[config.mk]
export PLATFORM = sky130hd
export DESIGN_NAME = sfifo_watermark
export DESIGN_NICKNAME = d
export VERILOG_FILES = /design/src/rtl/sfifo_watermark.sv
export SDC_FILE = /design/constraint.sdc
export NUM_CORES = 1
export LEC_CHECK = 0
export ABC_AREA = 0
export BUFFER_PORTS_ARGS = -buffer_cell sky130_fd_sc_hd__buf_4
export CORE_ASPECT_RATIO = 0.7
export CORE_MARGIN = 5
export CORE_UTILIZATION = 60
export DETAILED_ROUTE_END_ITERATION = 10
export PLACE_DENSITY_LB_ADDON = 0.3
export SLEW_MARGIN = 10
export SYNTH_ARGS = -nofsm -noshare
export SYNTH_HDL_FRONTEND = slang
export SYNTH_SLANG_ARGS = --single-unit
[constraint.sdc]
create_clock -name i_clk -period 3.5 [get_ports i_clk]
set_input_delay 0.525 -clock i_clk [delete_from_list [all_inputs] [get_ports i_clk]]
set_output_delay 0.525 -clock i_clk [all_outputs]
set_load 0.01 [all_outputs]
[src/rtl/sfifo_watermark.sv]
// Single-clock data FIFO with registered high/low watermark flags, a hysteresis
// interrupt level and sticky overflow/underflow error flags.
module sfifo_watermark #(
  parameter int BW             = 8,
  parameter int LGFLEN         = 4,
  parameter int OPT_ASYNC_READ = 1
) (
  input  logic              i_clk,
  input  logic              i_reset,
  input  logic              i_wr,
  input  logic [BW-1:0]     i_data,
  output logic              o_full,
  output logic [LGFLEN:0]   o_fill,
  input  logic              i_rd,
  output logic [BW-1:0]     o_data,
  output logic              o_empty,
  input  logic [LGFLEN:0]   i_hi_thresh,
  input  logic [LGFLEN:0]   i_lo_thresh,
  output logic              o_hi,
  output logic              o_lo,
  output logic              o_int,
  input  logic              i_clr_err,
  output logic              o_overflow,
  output logic              o_underflow
);

  localparam logic [LGFLEN:0] FLEN = {1'b1, {LGFLEN{1'b0}}};

  logic [BW-1:0]     mem_q [0:(1<<LGFLEN)-1];
  logic [LGFLEN-1:0] wr_ptr_q, rd_ptr_q;
  logic [LGFLEN:0]   fill_q, fill_d;
  logic              full_q, empty_q;
  logic              hi_q, lo_q, int_q, int_d;
  logic              ovf_q, ovf_d, unf_q, unf_d;
  logic              w_wr, w_rd;
  logic              nhi, nlo;

  assign w_wr = i_wr && !full_q;
  assign w_rd = i_rd && !empty_q;

  // Watermarks and the interrupt are evaluated on the next fill so the
  // registered flags line up with the registered fill count.
  always_comb begin
    fill_d = fill_q;
    unique case ({w_wr, w_rd})
      2'b10:   fill_d = fill_q + 1'b1;
      2'b01:   fill_d = fill_q - 1'b1;
      default: fill_d = fill_q;
    endcase
    nhi = (fill_d >= i_hi_thresh);
    nlo = (fill_d <= i_lo_thresh);
    int_d = int_q;
    if (nhi)      int_d = 1'b1;
    else if (nlo) int_d = 1'b0;
    ovf_d = ovf_q;
    if (i_wr && full_q) ovf_d = 1'b1;
    else if (i_clr_err) ovf_d = 1'b0;
    unf_d = unf_q;
    if (i_rd && empty_q) unf_d = 1'b1;
    else if (i_clr_err)  unf_d = 1'b0;
  end

  always_ff @(posedge i_clk) begin
    if (i_reset) begin
      wr_ptr_q <= '0;
      rd_ptr_q <= '0;
      fill_q   <= '0;
      full_q   <= 1'b0;
      empty_q  <= 1'b1;
      hi_q     <= 1'b0;
      lo_q     <= 1'b1;
      int_q    <= 1'b0;
      ovf_q    <= 1'b0;
      unf_q    <= 1'b0;
    end else begin
      if (w_wr) wr_ptr_q <= wr_ptr_q + 1'b1;
      if (w_rd) rd_ptr_q <= rd_ptr_q + 1'b1;
      fill_q  <= fill_d;
      full_q  <= (fill_d == FLEN);
      empty_q <= (fill_d == '0);
      hi_q    <= nhi;
      lo_q    <= nlo;
      int_q   <= int_d;
      ovf_q   <= ovf_d;
      unf_q   <= unf_d;
    end
  end

  always_ff @(posedge i_clk) begin
    if (w_wr) mem_q[wr_ptr_q] <= i_data;
  end

  generate
    if (OPT_ASYNC_READ != 0) begin : g_async_read
      assign o_data = mem_q[rd_ptr_q];
    end else begin : g_sync_read
      logic [BW-1:0] data_q;
      always_ff @(posedge i_clk) begin
        if (i_reset)   data_q <= '0;
        else if (w_rd) data_q <= mem_q[rd_ptr_q];
      end
      assign o_data = data_q;
    end
  endgenerate

  assign o_full      = full_q;
  assign o_fill      = fill_q;
  assign o_empty     = empty_q;
  assign o_hi        = hi_q;
  assign o_lo        = lo_q;
  assign o_int       = int_q;
  assign o_overflow  = ovf_q;
  assign o_underflow = unf_q;

endmodule
* Word level (Yosys, flattened, before mapping)
Memory sizes are Yosys's and may differ from the RTL's. A register that Yosys moved wholly into a read port is not among the register bits. Index checks and enable logic that the tools add are counted.
Storage, ports and cells: register bits after elaboration 20, RAM bits 128, input port bits 23, logic and storage cells 40, memories kept 1
Memories:
- mem_q | words 16, bits a word 8, read ports 1, clocked after memory_dff 1, wr ports 1, line 29 | logic [BW-1:0] mem_q [0:(1<<LGFLEN)-1];
Operators by class: add/subtract/negate cells 4, order comparisons 2, equal/unequal tests 3, multiplexer cells 10, reductions and logical operators 10
Operators with widths (number):
- one-hot mux 5 bit (2 select lines) | 1
- adder 4 x 1 -> 4 bit (second input constant) | 2
- two-way mux 4 bit | 2
- two-way mux 1 bit | 7
- nonzero test 2 bit | 3
- adder 5 x 1 -> 5 bit (second input constant) | 1
- equality test 5 bit (second input constant) | 1
- >= comparator 5 bit | 1
- <= comparator 5 bit | 1
- logical NOT 5 bit | 1
- subtractor 5 x 1 -> 5 bit (second input constant) | 1
- logical AND 1 bit | 4
- equality test 2 x 1 -> 1 bit (second input constant) | 1
- equality test 2 bit (second input constant) | 1
- logical NOT 1 bit | 2

* Depth between registers and ports, before layout
Gate-level depths: netlist of the first run.
word-level depth 7, gate-level depth with buffers 16, gate-level depth less buffers 15

* Worst setup path after synthesis of the first run
OpenSTA, ideal clock, no wires.
path kind in2reg, start point in i_wr, end point reg int_q, in the netlist o_int, library setup time 0.116 ns, data arrival time 2.833 ns, path slack 0.551 ns, stages 15, cells stage by stage nor2b_4 buf_6 inv_8 nand2_1 xnor2_1 ha_1 a21oi_1 mux2i_1 nor4_2 xnor2_1 inv_1 ha_1 and3_1 a31oi_1 a31o_2
Between the ends: word-level cells in the longest chain between the ends 5, elaborated cells on any way between the ends 8, those cells by class order compare (2); eq/ne (2); mux (2); reduce/logical (2)
RTL lines:
- from (decl) | line 10 | input logic i_wr,
- logical AND 1 bit (*) | line 38 | assign w_wr = i_wr && !full_q;
- equality test 2 x 1 -> 1 bit / equality test 2 bit (equally long branches) | line 45 | unique case ({w_wr, w_rd})
- one-hot mux 5 bit (2 select lines) (*) | line 45
- named net fill_d[4] | line 31 | logic [LGFLEN:0] fill_q, fill_d;
- >= comparator 5 bit / <= comparator 5 bit (equally long branches) | line 50, 51
- two-way mux 1 bit / nonzero test 2 bit (equally long branches)
- to (signal assigned) | line 83 | int_q <= int_d;
- to (decl) | line 33 | logic hi_q, lo_q, int_q, int_d;
Mark *: on every way through the listed nets, which the timed path passes. The rest lies on a longest branch. A chain may end at the register's enable or synchronous reset.

==> results of run 1 <==
metal layers:
layer	track usage, %	vias to the layer above
met5	0	-
met2	34.1	119
li1	-	1482
met4	4.58	0
met1	31.0	1621
met3	7.49	5
stage by stage:
| stage | worst slack [ps] | total power, mW |
|---|---|---|
| 6_report | 201 | 4.47 |
| 5_1_grt | 70.1 | 4.63 |
| 4_1_cts | 118 | 4.50 |
| 3_5_place_dp | 136 | 2.62 |
| 3_3_place_gp | 316 | 2.60 |
| 2_1_floorplan | 551 | 2.44 |
kinds of logic after synthesis:
family,count (synthesis)
fa+ha+maj,17
simple gates,70
flops,152
xor+xnor,10
compound gates,21
buf+inv,31
mux,44
worst paths after layout:
kind / slack [ps] / start / end / cells after the start
worst max-delay path: 200 / flop / o_data[4] / 4
worst min-delay path: 370 / i_rd / o_underflow / 3
worst max register to register: 400 / o_full / o_int / 15
worst min register to register: 510 / o_int / o_int / 1
flip-flops by register name (all words and copies together) (netlist names), 4 cells and up, named ones only:
name      cells
rd_ptr_q      4
wr_ptr_q      4
o_fill        5
mem_q       128
layout by cell type, fill, tap and decap left out, types with 2 or more instances in the layout:
master      netlist  final
dfxtp_1          24     23
nor3_1            4      4
clkinv_2          0      5
clkbuf_16         0     17
nand4_1           2      2
clkinvlp_4        0      2
a21oi_1           5      5
buf_4             2     62
xor2_1            5      5
nor2b_1           5      5
ha_1             17     17
inv_1            14     14
mux4_2           31     31
nand2b_1          4      4
mux2i_1           4      4
edfxtp_1        128    128
nor2_1           33     33
clkbuf_1          3      2
xnor2_1           5      5
o21ai_0           2      2
a22oi_1           3      3
bufinv_16         0      4
mux4_1            9      9
nand2_1          14     14
o21a_1            2      2
critical path, cell delays in order (launching register included):
cell     delay (ps)
dfxtp_2         700
buf_4           320
mux4_1          650
mux4_2          520
buf_4           160
power breakdown:
| group | internal [mW] | switching (mW) | total [mW] |
|---|---|---|---|
| combinational | 0.280 | 0.252 | 0.532 |
| clock | 1.19 | 0.697 | 1.89 |
| sequential | 2.00 | 0.0532 | 2.06 |
| total | 3.47 | 1.00 | 4.47 |
layout make-up:
| class | instances | area [um2] |
|---|---|---|
| Sequential cell | 152 | 4330 |
| Fill cell | 624 | 2880 |
| Multi-Input combinational cell | 162 | 1770 |
| Timing Repair Buffer | 62 | 465 |
| Clock buffer | 19 | 433 |
| Clock inverter | 13 | 178 |
| Tap cell | 132 | 165 |
| Inverter | 15 | 63.8 |
==> out/qor.yml, run 1 <==
top_layer_used: "met4"
synth_area_leader_cell: "edfxtp_1"
cts_tree: "built"
synthMuxAreaShare_pct: 15.5
ys_seq_elements: 152
grt.total_usage_pct: 22.0
boundaryPins: 43
initial_core_util_pct: 61.0
grt_pass1_wl_um: 19700
synth_ff_type: "edfxtp_1"
drive_gt1_share_pct: 31.7
dp_hpwl_um: 8220
wl_met2_um: 6250
netlist_area_um2: 6270
vdd_drop_max_mv: 0.374
final_cells: 555
antenna_left: 0
area.growth.synth_to_final_pct: 17.9
cts.sink_count: 152
die_h_um: 95.6
start_kind: "flop"
routedWlPerCell_um: 23.5
syn-num-nets: 385
yosysWarnings: 0
tightest_slew_ps: 991
wl_met3_um: 1120
period_share_pct: 94.3
yosysSeqAreaShare_pct: 68.9
grt_max_degree: 24
route.detailed.drc: 0
final_util_pct: 72.0
rows: 31
tns_ps: 0
gp_congestion: 0.786
async_flop_share_pct: 0
rsz0062_at_grt: "no"
wirelength_um: 13000
synth_compound_area_share_pct: 2.35
synth-simple-area-share_pct: 5.52
grt_pass1_vias: 3306
skew_ps: 12.5
synth_area_leaders: "edfxtp_1, mux4_2, dfxtp_1"
cts.clk_slew.worst_paths_ps: 60
dp.cells: 523
synth-edff-count: 128
firstDrtPassIters: 4
synth_top_family_by_area: "multiplexers"
max_freq_mhz: 303
yosys.area.top_type_share_pct: 61.3
place_area_um2: 6790
synth_most_common_cell: "edfxtp_1"
hold_violations: 0
crit_fanout: 17
p_leak_nw: 2.65
vias_per_cell: 5.81
arrival_ps: 2770
outcome: "complete, no violations"
hold_path_class: "in2reg"
slew_viol_final: 0
synthCells: 345
maxCapViolations: 0
p_per_area_nw_per_um2: 605
design_area_um2: 7400
port_buffers: 42
coreArea_um2: 10300
die_w_um: 132
post_cts_buffers: 0
whs_ps: 374
vias: 3227
drt_iter0_drc: 270
htreeDepth: 4
grt.overflow.total: 0
design.die.area_um2: 12600
cp.required_ps: 2970
endpoint_kind: "output port"
cts_buffer_depth: 2
cts_root_buffer: "clkbuf_16"
nNetsFinal: 450
antennaDiodeCount: 0
syn_area_per_cell_um2: 18.2
period_needed_ps: 3300
setup_viol_count_final: 0
cts_buffers: 17
synth_fa_ha_area_share_pct: 3.39
clk_latency_ps: 420
cts_resized: 0
synthTopCellsByCount: "edfxtp_1, nor2_1, mux4_2"
slew_headroom_pct: 33.7
synth_xor_area_share_pct: 1.40
hold_buffers: 0
m1WireLength_um: 5570
synth_cell_types: 42
worstSetupPathType: "reg2out"
antenna_found_initial: 0
Note: power is estimated with default switching activity, not from simulation.
==> run 2, diff against run 1 <==
--- a/config.mk
+++ b/config.mk
@@ -5,11 +5,11 @@
 export SDC_FILE = /design/constraint.sdc
 export NUM_CORES = 1
 export LEC_CHECK = 0
-export ABC_AREA = 0
+export ABC_AREA = 1
 export BUFFER_PORTS_ARGS = -buffer_cell sky130_fd_sc_hd__buf_4
 export CORE_ASPECT_RATIO = 0.7
 export CORE_MARGIN = 5
-export CORE_UTILIZATION = 60
+export CORE_UTILIZATION = 65
 export DETAILED_ROUTE_END_ITERATION = 10
 export PLACE_DENSITY_LB_ADDON = 0.3
 export SLEW_MARGIN = 10
==> constraint.sdc (replaced) <==
create_clock -name i_clk -period 4 [get_ports i_clk]
set_input_delay 0.6 -clock i_clk [delete_from_list [all_inputs] [get_ports i_clk]]
set_output_delay 0.6 -clock i_clk [all_outputs]
set_load 0.01 [all_outputs]
==> run 2 against run 1 <==
Final area is 1.6% higher. Synthesized cell count is 59% higher. Worst setup slack better by 770 ps. Non-clock buffer count is 16 lower. Clock skew is 2.4 ps lower. Global-route usage is 2.1 points higher. Critical path type unchanged. Critical endpoint is now o_data[7]. Largest power group unchanged.
==> out/qor.yml, run 2 <==
p_per_area_nw_per_um2: 580  # -4.0%
largest_register_ffs: 128  # unchanged
worstSetupPathType: "reg2out"
cts.sink_count: 152  # unchanged
coreArea_um2: 9760  # -5.1%
maxCapViolations: 0  # unchanged
boundaryPins: 43  # unchanged
p_leak_nw: 2.85  # +7.6%
vias_per_cell: 5.89  # +1.4%
initial_core_util_pct: 67.2  # +6.2 points
start_kind: "flop"
setup.worst_path.end: "o_data[7]"
grt_max_degree: 69  # +190%
p_total_mw: 4.36  # -2.4%
syn-num-nets: 588  # +53%
slew_viol_final: 0  # unchanged
antenna_found_initial: 0  # unchanged
period_needed_ps: 3030
ff2ff_path_depth: 18  # +3
antennaDiodeCount: 0  # unchanged
yosysSeqAreaShare_pct: 65.9  # -3.0 points
num-fill-cells: 612  # -1.9%
hold_path_class: "in2reg"
htreeDepth: 4  # unchanged
gp_congestion: 0.899  # +14%
design_area_um2: 7520  # +1.6%
rows: 30  # -3.2%
use_met2_pct: 35.8  # +1.6 points
hold_violations: 0  # unchanged
synth_ff_type: "edfxtp_1"
top_usage_layer: "met2"
cp_slowest_cell: "dfxtp_4"
synth-edff-count: 128  # unchanged
vias: 4297  # +33%
layout_commonest_cell: "edfxtp_1"
top_register: "mem_q"
area.growth.synth_to_final_pct: 14.6
design.die.area_um2: 12200  # -3.2%
netlist_area_um2: 6560  # +4.6%
cts.clk_slew.worst_paths_ps: 60  # about the same
endpoint_kind: "output port"
crit_fanout: 68  # +51
grt_use_met3_pct: 7.05  # -0.44 points
nNetsFinal: 628  # +40%
wirelength_um: 13900  # +6.6%
drive_gt1_share_pct: 15.3  # -16 points
cts_root_buffer: "clkbuf_16"
synth_area_leader_cell: "edfxtp_1"
route.detailed.drc: 0  # unchanged
period_share_pct: 75.7
clk_latency_ps: 420  # about the same
use_met1_pct: 34.0  # +3.0 points
yosys.area.top_type_share_pct: 58.6  # -2.7 points
final_cell_mix: "edfxtp_1, inv_1, nand2_1"
post_cts_buffers: 0  # unchanged
cp.required_ps: 3400  # +430 ps
cts_buffer_depth: 2  # unchanged
ys_seq_elements: 152  # unchanged
setup_viol_count_final: 0  # unchanged
routedWlPerCell_um: 19.1  # -19%
grt.overflow.total: 0  # unchanged
arrival_ps: 2430  # -340 ps
tns_ps: 0  # unchanged
port_buffers: 42  # unchanged
die_w_um: 130  # -1.6%
synthCells: 548  # +59%
grt.total_usage_pct: 24.1  # +2.1 points
synth_cell_types: 31  # -26%
grt_pass1_wl_um: 21900  # +11%
r2r_setup_slack_ps: 1210  # +810 ps
outcome: "complete, no violations"
dp_hpwl_um: 9100  # +11%
max_freq_mhz: 330
cts_buffers: 17  # unchanged
syn_area_per_cell_um2: 12.0  # -34%
hold_buffers: 0  # unchanged
skew_ps: 10.2  # -2.37 ps
vdd_drop_max_mv: 0.541  # +44%
cts_tree: "built"
synthTopCellsByCount: "edfxtp_1, inv_1, nand2_1"
crit_path_cell_trace: "buf_4 > mux2i_1 > o211ai_1 > nand3_1 > nand2_1 > buf_4"
drt_iter0_drc: 484  # +79%
cts_resized: 0  # unchanged
rsz0062_at_grt: "no"
firstDrtPassIters: 5  # +1
r2r-start: "o_empty"
slowest_delay_ps: 870  # +170 ps
place_area_um2: 6930  # +2.1%
whs_ps: 439  # +64.7 ps
slew_headroom_pct: 28.6  # -5.1 points
die_h_um: 94.1  # -1.6%
yosysWarnings: 0  # unchanged
synth_area_leaders: "edfxtp_1, dfxtp_1, mux2i_1"
grt_pass1_vias: 4292  # +30%
synth_most_common_cell: "edfxtp_1"
tightest_slew_ps: 1070  # +79.5 ps
dp.cells: 697  # +33%
r2r-end: "o_int"
path_common_cell: "buf_4"
final_cells: 729  # +31%
async_flop_share_pct: 0  # unchanged
antenna_left: 0  # unchanged
-- run 2: cell count changes after synthesis, sizes merged, moves of 21 or more --
cell,before,now
a21oi,5,45
inv,15,77
mux2i,4,32
mux4,40,0
nand2,14,57
nand3,1,22
o211ai,0,33
o21ai,2,46
-- run 2: worst min path at each step --
stage	start	to	slack, ps	depth (start not counted)
floorplan	rd_ptr_q[2]	flop	470	2
global placement	o_underflow	o_underflow	450	2
detailed placement	o_underflow	o_underflow	460	2
CTS	i_clr_err	o_overflow	430	4
global route	i_clr_err	o_overflow	440	4
finish	i_clr_err	o_overflow	440	4
-- run 2: cell type report --
class / count / area [um2] / area share (%)
Inverter: 77 / 289 / 3.84
Multi-Input combinational cell: 294 / 1810 / 24.1
Timing Repair Buffer: 46 / 345 / 4.59
Clock buffer: 18 / 429 / 5.71
Clock inverter: 14 / 158 / 2.10
Tap cell: 128 / 160 / 2.13
Sequential cell: 152 / 4330 / 57.5
-- run 2: power breakdown --
group          internal (mW)  total (mW)  switching (mW)
logic                  0.358       0.884           0.526
clock network          0.973        1.58           0.610
registers               1.80        1.90          0.0939
-- run 2: critical path, delay by kind of cell (launching register included) --
family	cells	cell delay (ps)
AOI/OAI and AO/OA	1	130
buffers and inverters	2	500
and+or+nand+nor	2	220
DFF	1	870
muxes	1	260
-- run 2: logic make-up after synthesis --
| group | after synthesis | synth area share, % |
|---|---|---|
| AO/OA/AOI/OAI | 127 | 11.1 |
| XOR/XNOR | 2 | 0.267 |
| adder cells (fa/ha/maj) | 17 | 3.24 |
| buffers and inverters | 102 | 6.47 |
| flip-flops | 152 | 65.9 |
| multiplexers | 32 | 4.88 |
| AND/OR/NAND/NOR | 116 | 8.09 |
-- run 2: metal layers --
layer / part of all wire [%] / vias up / wire length, um
li1: - / 2010 / -
met1: 43 / 2045 / 5980
met2: 47 / 222 / 6460
met3: 9.3 / 20 / 1290
met4: 1.1 / 0 / 159
met5: 0 / - / 0
-- run 2: per-stage QoR --
step	setup slack [ps]	utilization [%]
6_report	972	77.1
5_1_grt	804	77.1
4_1_cts	980	77.1
3_5_place_dp	912	71.1
3_3_place_gp	1060	71.1
2_1_floorplan	1450	-
